$ cat src/rtl/fft_pkg.sv
// Shared constants, bit-reverse helper and read FSM state type for the 16-point FFT front end.
package fft_pkg;

  localparam int unsigned DW     = 32;
  localparam int unsigned N      = 16;
  localparam int unsigned LOG2N  = 4;
  localparam logic [DW-1:0] TW_ONE = 32'h0001_0000;

  typedef enum logic [0:0] {
    StIdle,
    StEmit
  } rd_state_e;

  function automatic logic [LOG2N-1:0] bitrev4(input logic [LOG2N-1:0] idx);
    return {idx[0], idx[1], idx[2], idx[3]};
  endfunction

endpackage

$ cat src/rtl/fft16_frame_bank.sv
// One 16-entry complex frame store: single write port, paired read port at 2k and 2k+1.
module fft16_frame_bank
  import fft_pkg::*;
(
  input  logic              clk,
  input  logic              wr_en,
  input  logic [LOG2N-1:0]  wr_addr,
  input  logic [2*DW-1:0]   wr_data,
  input  logic [LOG2N-2:0]  rd_pair,
  output logic [2*DW-1:0]   rd_a,
  output logic [2*DW-1:0]   rd_b
);

  logic [2*DW-1:0] mem [N];

  // Contents are don't-care after reset, so no reset on the array.
  always_ff @(posedge clk) begin
    if (wr_en) begin
      mem[wr_addr] <= wr_data;
    end
  end

  assign rd_a = mem[{rd_pair, 1'b0}];
  assign rd_b = mem[{rd_pair, 1'b1}];

endmodule

$ cat src/rtl/fft16_input_reorder.sv
// Bit-reversing ping-pong input stage: collects 16 natural-order samples per bank and emits
// 8 butterfly pairs per frame with the stage-1 twiddle.
module fft16_input_reorder
  import fft_pkg::*;
(
  input  logic          clk,
  input  logic          rst,
  input  logic          in_valid,
  output logic          in_ready,
  input  logic [DW-1:0] in_real,
  input  logic [DW-1:0] in_imag,
  output logic          out_valid,
  input  logic          out_ready,
  output logic [DW-1:0] a_real,
  output logic [DW-1:0] a_imag,
  output logic [DW-1:0] b_real,
  output logic [DW-1:0] b_imag,
  output logic [DW-1:0] rotation_factor_real,
  output logic [DW-1:0] rotation_factor_imag,
  output logic [2:0]    pair_idx,
  output logic          frame_last
);

  localparam int unsigned PW = LOG2N - 1;
  localparam logic [LOG2N-1:0] LastSample = LOG2N'(N - 1);
  localparam logic [PW-1:0]    LastPair   = '1;

  logic             wr_bank_q;
  logic [LOG2N-1:0] wr_cnt_q;
  logic [1:0]       full_q, full_d;
  logic             rd_bank_q, rd_bank_d;
  rd_state_e        state_q, state_d;

  logic             accept;
  logic             load;
  logic             load_bank;
  logic [PW-1:0]    load_k;
  logic             clr_full;
  logic [2*DW-1:0]  bank_a [2];
  logic [2*DW-1:0]  bank_b [2];

  assign in_ready = ~full_q[wr_bank_q];
  assign accept   = in_valid & in_ready;

  for (genvar g = 0; g < 2; g++) begin : g_bank
    fft16_frame_bank u_bank (
      .clk     (clk),
      .wr_en   (accept && (wr_bank_q == 1'(g))),
      .wr_addr (bitrev4(wr_cnt_q)),
      .wr_data ({in_real, in_imag}),
      .rd_pair (load_k),
      .rd_a    (bank_a[g]),
      .rd_b    (bank_b[g])
    );
  end

  // Writer only fills a bank whose flag is clear and reader only clears a set flag, so the
  // two updates never target the same bit.
  always_comb begin
    full_d = full_q;
    if (accept && (wr_cnt_q == LastSample)) begin
      full_d[wr_bank_q] = 1'b1;
    end
    if (clr_full) begin
      full_d[rd_bank_q] = 1'b0;
    end
  end

  always_ff @(posedge clk or posedge rst) begin
    if (rst) begin
      wr_bank_q <= 1'b0;
      wr_cnt_q  <= '0;
      full_q    <= '0;
    end else begin
      full_q <= full_d;
      if (accept) begin
        wr_cnt_q <= wr_cnt_q + 1'b1;
        if (wr_cnt_q == LastSample) begin
          wr_bank_q <= ~wr_bank_q;
        end
      end
    end
  end

  always_comb begin
    state_d   = state_q;
    rd_bank_d = rd_bank_q;
    load      = 1'b0;
    load_bank = rd_bank_q;
    load_k    = '0;
    clr_full  = 1'b0;
    unique case (state_q)
      StIdle: begin
        if (full_q[rd_bank_q]) begin
          load    = 1'b1;
          state_d = StEmit;
        end
      end
      StEmit: begin
        if (out_ready) begin
          if (pair_idx != LastPair) begin
            load   = 1'b1;
            load_k = pair_idx + 1'b1;
          end else begin
            clr_full  = 1'b1;
            rd_bank_d = ~rd_bank_q;
            if (full_q[~rd_bank_q]) begin
              load      = 1'b1;
              load_bank = ~rd_bank_q;
            end else begin
              state_d = StIdle;
            end
          end
        end
      end
      default: state_d = StIdle;
    endcase
  end

  always_ff @(posedge clk or posedge rst) begin
    if (rst) begin
      state_q    <= StIdle;
      rd_bank_q  <= 1'b0;
      out_valid  <= 1'b0;
      a_real     <= '0;
      a_imag     <= '0;
      b_real     <= '0;
      b_imag     <= '0;
      pair_idx   <= '0;
      frame_last <= 1'b0;
    end else begin
      state_q   <= state_d;
      rd_bank_q <= rd_bank_d;
      if (load) begin
        out_valid        <= 1'b1;
        {a_real, a_imag} <= bank_a[load_bank];
        {b_real, b_imag} <= bank_b[load_bank];
        pair_idx         <= load_k;
        frame_last       <= (load_k == LastPair);
      end else if (state_d == StIdle) begin
        out_valid  <= 1'b0;
        a_real     <= '0;
        a_imag     <= '0;
        b_real     <= '0;
        b_imag     <= '0;
        pair_idx   <= '0;
        frame_last <= 1'b0;
      end
    end
  end

  assign rotation_factor_real = out_valid ? TW_ONE : '0;
  assign rotation_factor_imag = '0;

endmodule
$ cat config.mk
export PLATFORM = sky130hd
export DESIGN_NAME = fft16_input_reorder
export DESIGN_NICKNAME = d
export VERILOG_FILES = /design/src/rtl/fft_pkg.sv /design/src/rtl/fft16_frame_bank.sv /design/src/rtl/fft16_input_reorder.sv
export SDC_FILE = /design/constraint.sdc
export NUM_CORES = 2
export LEC_CHECK = 0
export CAP_MARGIN = 20
export CELL_PAD_IN_SITES_DETAIL_PLACEMENT = 1
export CELL_PAD_IN_SITES_GLOBAL_PLACEMENT = 2
export CORE_ASPECT_RATIO = 2
export CORE_MARGIN = 1
export CORE_UTILIZATION = 46
export DETAILED_ROUTE_END_ITERATION = 10
export MAX_ROUTING_LAYER = met4
export PLACE_DENSITY = 0.77
export SETUP_SLACK_MARGIN = 0.2
export SLEW_MARGIN = 0
export SYNTH_ARGS = -nofsm -noshare
export SYNTH_HDL_FRONTEND = slang
export SYNTH_SLANG_ARGS = --single-unit
$ cat constraint.sdc
create_clock -name clk -period 6.5 [get_ports clk]
set_input_delay 0.65 -clock clk [delete_from_list [all_inputs] [get_ports clk]]
set_output_delay 0.65 -clock clk [all_outputs]
set_load 0.02 [all_outputs]
Word-level counts from Yosys, hierarchy flattened
Memory sizes are Yosys's and may differ from the RTL's.
Index checks and enable logic that the tools add are counted.
Widths: inputs -> output; s select.
Storage, ports and cells
  memories: 2
  output and inout bits: 198
  register bits after elaboration: 142
  logic and storage cells: 93
  RAM bits: 2048
  bits of input ports: 68
Cells by class
  muxes and demuxes: 50
  $lt $le $gt $ge: 6
  bitwise logic cells: 10
  add/subtract/negate cells: 2
  reduce and logical (&&, ||, !) cells: 7
  equality and inequality tests: 4
Memories
  g_bank[0].u_bank.mem: depth 16, bits a word 64, rd ports 2, clocked after memory_dff 0, write ports 1, RTL line fft16_frame_bank.sv:14  | logic [2*DW-1:0] mem [N];
  g_bank[1].u_bank.mem: depth 16, bits a word 64, rd ports 2, clocked after memory_dff 0, write ports 1, RTL line fft16_frame_bank.sv:14
Operator list (number)
  $mux 64: 6
  $mux 32: 5
  $mux 1: 27
  $mux 17: 1
  $mux 3: 5
  $lt 1x2->1 const B: 3
  $logic_and 1x1->1: 5
  $not 1->1: 5
  $add 4x1->4 const B: 1
  $eq 4x4->1 const B: 1
  $mux 2: 2
  $pmux 1 s2: 2
  $add 3x1->3 const B: 1
  $eq 3x3->1 const B: 1
  $ne 3x3->1 const B: 1
  $reduce_and 3->1: 1
  $and 2x2->2: 1
  $demux 1 s1: 2
  $ge 1x1->1 const B: 2
  $ge 2x2->1 const B: 1
  $ne 2x1->1 const B: 1
  $not 1->2: 1
  $not 2->2: 1
  $or 2x2->2: 1
  other kinds (2): 2

Longest topological paths before layout
  depth in word-level cells: 12
  depth in mapped cells: 11
  depth with buffers taken out: 7

Modules after synthesis
Synthesis repeated with hierarchy kept, for this count alone.
Unflattened totals
  cell total of the unflattened synthesis: 4365
  area, all modules: 90065.1 µm²
Modules (own cells, without submodules)
  fft16_frame_bank (g_bank[1].u_bank): area an instance 39047.4 µm², times used 1, sequential area each 30749.5 µm², cells an instance 1502
  fft16_frame_bank (g_bank[0].u_bank): area an instance 39043.7 µm², times used 1, sequential area each 30749.5 µm², cells an instance 1502
  fft16_input_reorder: area an instance 11974.0 µm², times used 1, sequential area each 3553.4 µm², cells an instance 1361

Least setup slack after synthesis
Ideal clock, no wire load.
  kind: input to register
  start: input port in_valid
  end: memory g_bank[1].u_bank.mem[12][0] (netlist name) (enable)
  stages on the path: 4
  library setup time: 0.565 ns
  setup slack: 0.579 ns
  data arrival time: 5.356 ns
  path buffers: 0
  required time: 5.935 ns
  cells stage by stage: nand2_1 nor2_1 nand2_1 nor3_1
On the way
  cells in the longest elaborated chain, start to end: 4
RTL lines
  start: declaration: RTL line fft16_input_reorder.sv:8  | input logic in_valid,
  $and 1x1->1: RTL line fft16_input_reorder.sv:43  | assign accept = in_valid & in_ready;
  $logic_and 1x1->1: RTL line fft16_input_reorder.sv:48  | .wr_en (accept && (wr_bank_q == 1'(g))),
  $mux 1: RTL line fft16_frame_bank.sv:18  | if (wr_en) begin
  $mux 1 (implied by the code): RTL line fft16_frame_bank.sv:19  | mem[wr_addr] <= wr_data;
  end: declaration: RTL line fft16_frame_bank.sv:14
Every way passes these cells.

Final worst setup path
  start: register pair_idx[0]
  end: register a_imag[10]
On the way
  cells in the longest elaborated chain, start to end: 9
  elaborated cells between the ends (all ways): 21
  classes of those cells: 1 x add/sub; 2 x eq/ne; 15 x mux; 1 x bitwise; 2 x memory
RTL lines
  start: declaration: RTL line fft16_input_reorder.sv:20  | output logic [2:0] pair_idx,
  start signal: assignment: RTL line fft16_input_reorder.sv:138  | pair_idx <= load_k;
  $add 3x1->3 / $ne 3x3->1 (equally long branches): RTL line fft16_input_reorder.sv:103, fft16_input_reorder.sv:101
  $mux 3 / $mux 1 (equally long branches): RTL line fft16_input_reorder.sv:101  | if (pair_idx != LastPair) begin
  $mux 3 / $mux 1 (equally long branches): RTL line fft16_input_reorder.sv:100  | if (out_ready) begin
  $mux 3 / $mux 1 (equally long branches): RTL line fft16_input_reorder.sv:92  | unique case (state_q)
  $mem_v2 16x64 / $not 1->2 (equally long branches)
  $mux 64 (implied by the code) (3 in series): RTL line fft16_input_reorder.sv:136  | {a_real, a_imag} <= bank_a[load_bank];
  $mux 32: RTL line fft16_input_reorder.sv:134  | if (load) begin
  end signal: assignment: RTL line fft16_input_reorder.sv:136
  end: declaration: RTL line fft16_input_reorder.sv:15  | output logic [DW-1:0] a_imag,
Several ways; a longest one is shown, not always the timed one. The select of a mux whose other input is x is not followed.
A chain may end at the register's enable or synchronous reset.

==> summary.txt <==
Clocking
  • # Post-CTS Setup Buffers: 0
  • Clock slew at reported path FFs: 0.07 ns
  • CTS sink cnt: 2190
  • CTS resizes: 0
  • TritonCTS clock tree: yes
  • Clock Root Buffer: clkbuf_16
  • CTS H-Tree Depth: 4
  • Clock Tree Buf Depth: 4
  • Cts hold-fix bufs: 0
  • CTS Buf Count: 194
  • Skew-Pair Late Insertion Delay: 0.87 ns

Placement
  • PortBufs: 202
  • RePlAce Congestion: 0.8004
  • Post-DP HPWL: 147300 µm

Timing
  • Final clock skew: 0.04415 ns
  • Fin crit share: 65.77%
  • Max frequency: 233.9 MHz
  • Setup violations, final: 0
  • Final hold vios: 0
  • Max-slew headroom: 21.40%
  • Final worst path period need: 4.275 ns
  • RSZ-0062 raised after global routing: false
  • Fin Setup TNS: 0 ns
  • Slew Limit Fails: 0
  • Worst-Margin Slew: 1.179 ns

Detailed routing
  • WL final: 283400 µm
  • Post-DR wirelength/cell: 33.69 µm
  • DR DRC count: 0
  • DRT antenna net count: 0
  • Routed vias: 55330
  • Initial DRC count: 5024
  • 1st-pass router iterations: 5
  • Via-to-Cell Ratio: 6.577

Logic synthesis
  • Synthesized instance count: 5682
  • Syn Area/Cell: 15.38 µm²
  • Syn. warnings: 0
  • Netlist cell types: 64
  • Post-synth EDFFs: 2048
  • Yosys reg bits: 2190
  • Ys async rst share: 6.484%
  • Synth top area cells: edfxtp_1 70%, dfrtp_1 4.1%, o22ai_1 2.7%, mux2i_1 2.7%, o21ai_0 2.1%
  • Yosys top cell area share: 70.35%
  • Mapped cell area: 87410 µm²
  • Most numerous cell in the Yosys netlist: edfxtp_1
  • Sequential element share of the synthesized area: 74.42%
  • Commonest cells post-synth: 2048 x edfxtp_1, 379 x o22ai_1, 361 x o21ai_0
  • Main synth FF type: edfxtp_1
  • Biggest area consumer among synthesized cells: edfxtp_1

Critical path
  • WP data arrival: 4.96 ns
  • R2R Path Start: pair_idx[0]
  • Worst Setup Path Type: register to register
  • Crit path launch type: register
  • CP endpoint kind: register
  • Critical Path Start: pair_idx[0]
  • R2r setup slk: 2.23 ns
  • Worst-case reg-to-reg path depth: 8
  • R2r endpoint: a_imag[10]
  • CP required: 7.18 ns
  • CP Max Fanout: 64

Floorplanning
  • Core ar.: 189200 µm²
  • Die X: 310.2 µm
  • DIE HEIGHT: 618.5 µm
  • Num rows: 226
  • Die area: 191900 µm²
  • Initial Util: 46.21%
  • IO Count: 266

GRT
  • First-pass GRT wire length: 406100 µm
  • GRT Total Usage: 30.21%
  • Number of global-route vias before repair: 58310
  • Initial antenna violation count: 2
  • Largest net degree at the start of global routing: 207
  • Global route total overflow: 0

Power
  • Tot Pwr: 42.64 mW
  • Leak pwr: 31.32 nW
  • Maximum VDD drop: 0.5873 mV
  • Pwr per Cell Area: 434.2 nW/µm²

Final layout
  • Nets: 5823
  • Area Overhead vs Synth: 12.36%
  • Share of cells above drive strength 1: 9.675%

Min path
  • Hold WC Path Type: primary input to asynchronous set/reset pin

Flow run
  • Max-cap violations: 0

Status
  • Outcome: finished clean
routing by layer:
| metal | routed length (µm) | up-vias | global-route usage, % |
|---|---|---|---|
| met4 | 11150 | 0 | 11.18 |
| li1 | - | 22930 | - |
| met2 | 151000 | 2168 | 54.06 |
| met1 | 106700 | 29610 | 34.93 |
| met3 | 14580 | 626 | 2.800 |
| met5 | 0 | - | - |
cells in the final DEF (no fill, tap or decap), drive strengths merged, types with 22 or more instances in the layout:
cell type | netlist | layout
a211oi | 100 | 100
a21oi | 326 | 326
a221oi | 146 | 146
a31o | 28 | 28
buf | 296 | 170
clkbuf | 263 | 267
clkdlybuf4s50 | 0 | 196
clkinv | 0 | 65
conb | 1 | 63
dfrtp | 142 | 142
edfxtp | 2048 | 2048
mux2i | 235 | 235
nand2 | 344 | 344
nand3 | 22 | 22
nor2 | 50 | 50
nor3b | 200 | 200
o211ai | 109 | 109
o21a | 201 | 201
o21ai | 373 | 373
o221ai | 111 | 111
o22ai | 379 | 379
o32ai | 100 | 100
or3b | 28 | 28
flip-flops by register name (all words and copies together), names as in the netlist:
name / flops
b_imag: 32
a_imag: 32
wr_cnt_q: 4
frame_last: 1
pair_idx: 3
a_real: 32
b_real: 32
out_valid: 1
wr_bank_q: 1
g_bank.u_bank.mem: 2048
state_q: 1
full_q: 2
rd_bank_q: 1
report_power, final:
part           internal, mW  switching [mW]
combinational          4.40            9.46
clock                  6.27            5.19
sequential             16.5           0.817
critical path, stage by stage, from the launching register on:
cell and delay, ns:
dfrtp_4 0.89, ha_4 0.24, ha_4 0.66, a41oi_1 0.35
a41o_1 0.34, buf_4 0.28, nand2_4 0.48, buf_12 0.55
o211ai_1 0.19
cell type report:
class / instances / area [µm²]
fill: 17740 / 90950
clock buffer: 265 / 5416
clock inverter: 84 / 710.7
timing repair buffer: 368 / 3804
tap: 2508 / 3138
antenna: 3 / 7.507
multi-input combinational: 2990 / 20060
sequential: 2190 / 65060
inverter: 5 / 33.78
worst max path at each step:
stage | endpoint | slack, ns | cells after the start
after floorplan | g_bank[1].u_bank.mem[12][0] | 0.58 | 4
after global placement | b_real[27] | 2.27 | 7
after detailed placement | a_real[30] | 2.19 | 7
after CTS | a_imag[10] | 2.31 | 8
after global routing | a_imag[24] | 2.18 | 8
final | a_imag[10] | 2.23 | 8
through the flow:
stage | std cells | cell area [µm²] | utilization, % | hold slack (ns) | worst slack (ns)
finish | 8413 | 98220 | 51.92 | 0.3190 | 2.225
global route | 8412 | 98220 | 51.92 | 0.3540 | 2.175
CTS | 8401 | 98060 | 51.84 | 0.3190 | 2.306
detailed placement | 8052 | 91930 | 48.60 | 0.4914 | 2.188
global placement | 8050 | 91890 | 48.57 | 0.4844 | 2.266
floorplan | 5744 | 87650 | - | 0.5124 | 0.5790
cells by family (layout without fill, tap and decap cells):
family	count (synthesis)	count (layout)	synth area share [%]
compound gates	1970	1970	15.04
xor+xnor	4	4	0.04009
fa+ha+maj	6	6	0.08588
buf+inv	564	722	3.206
flops	2190	2190	74.42
mux	251	251	2.974
other cells	1	66	0.004290
simple gates	696	696	4.225
Note: power is estimated with default switching activity, not from simulation.
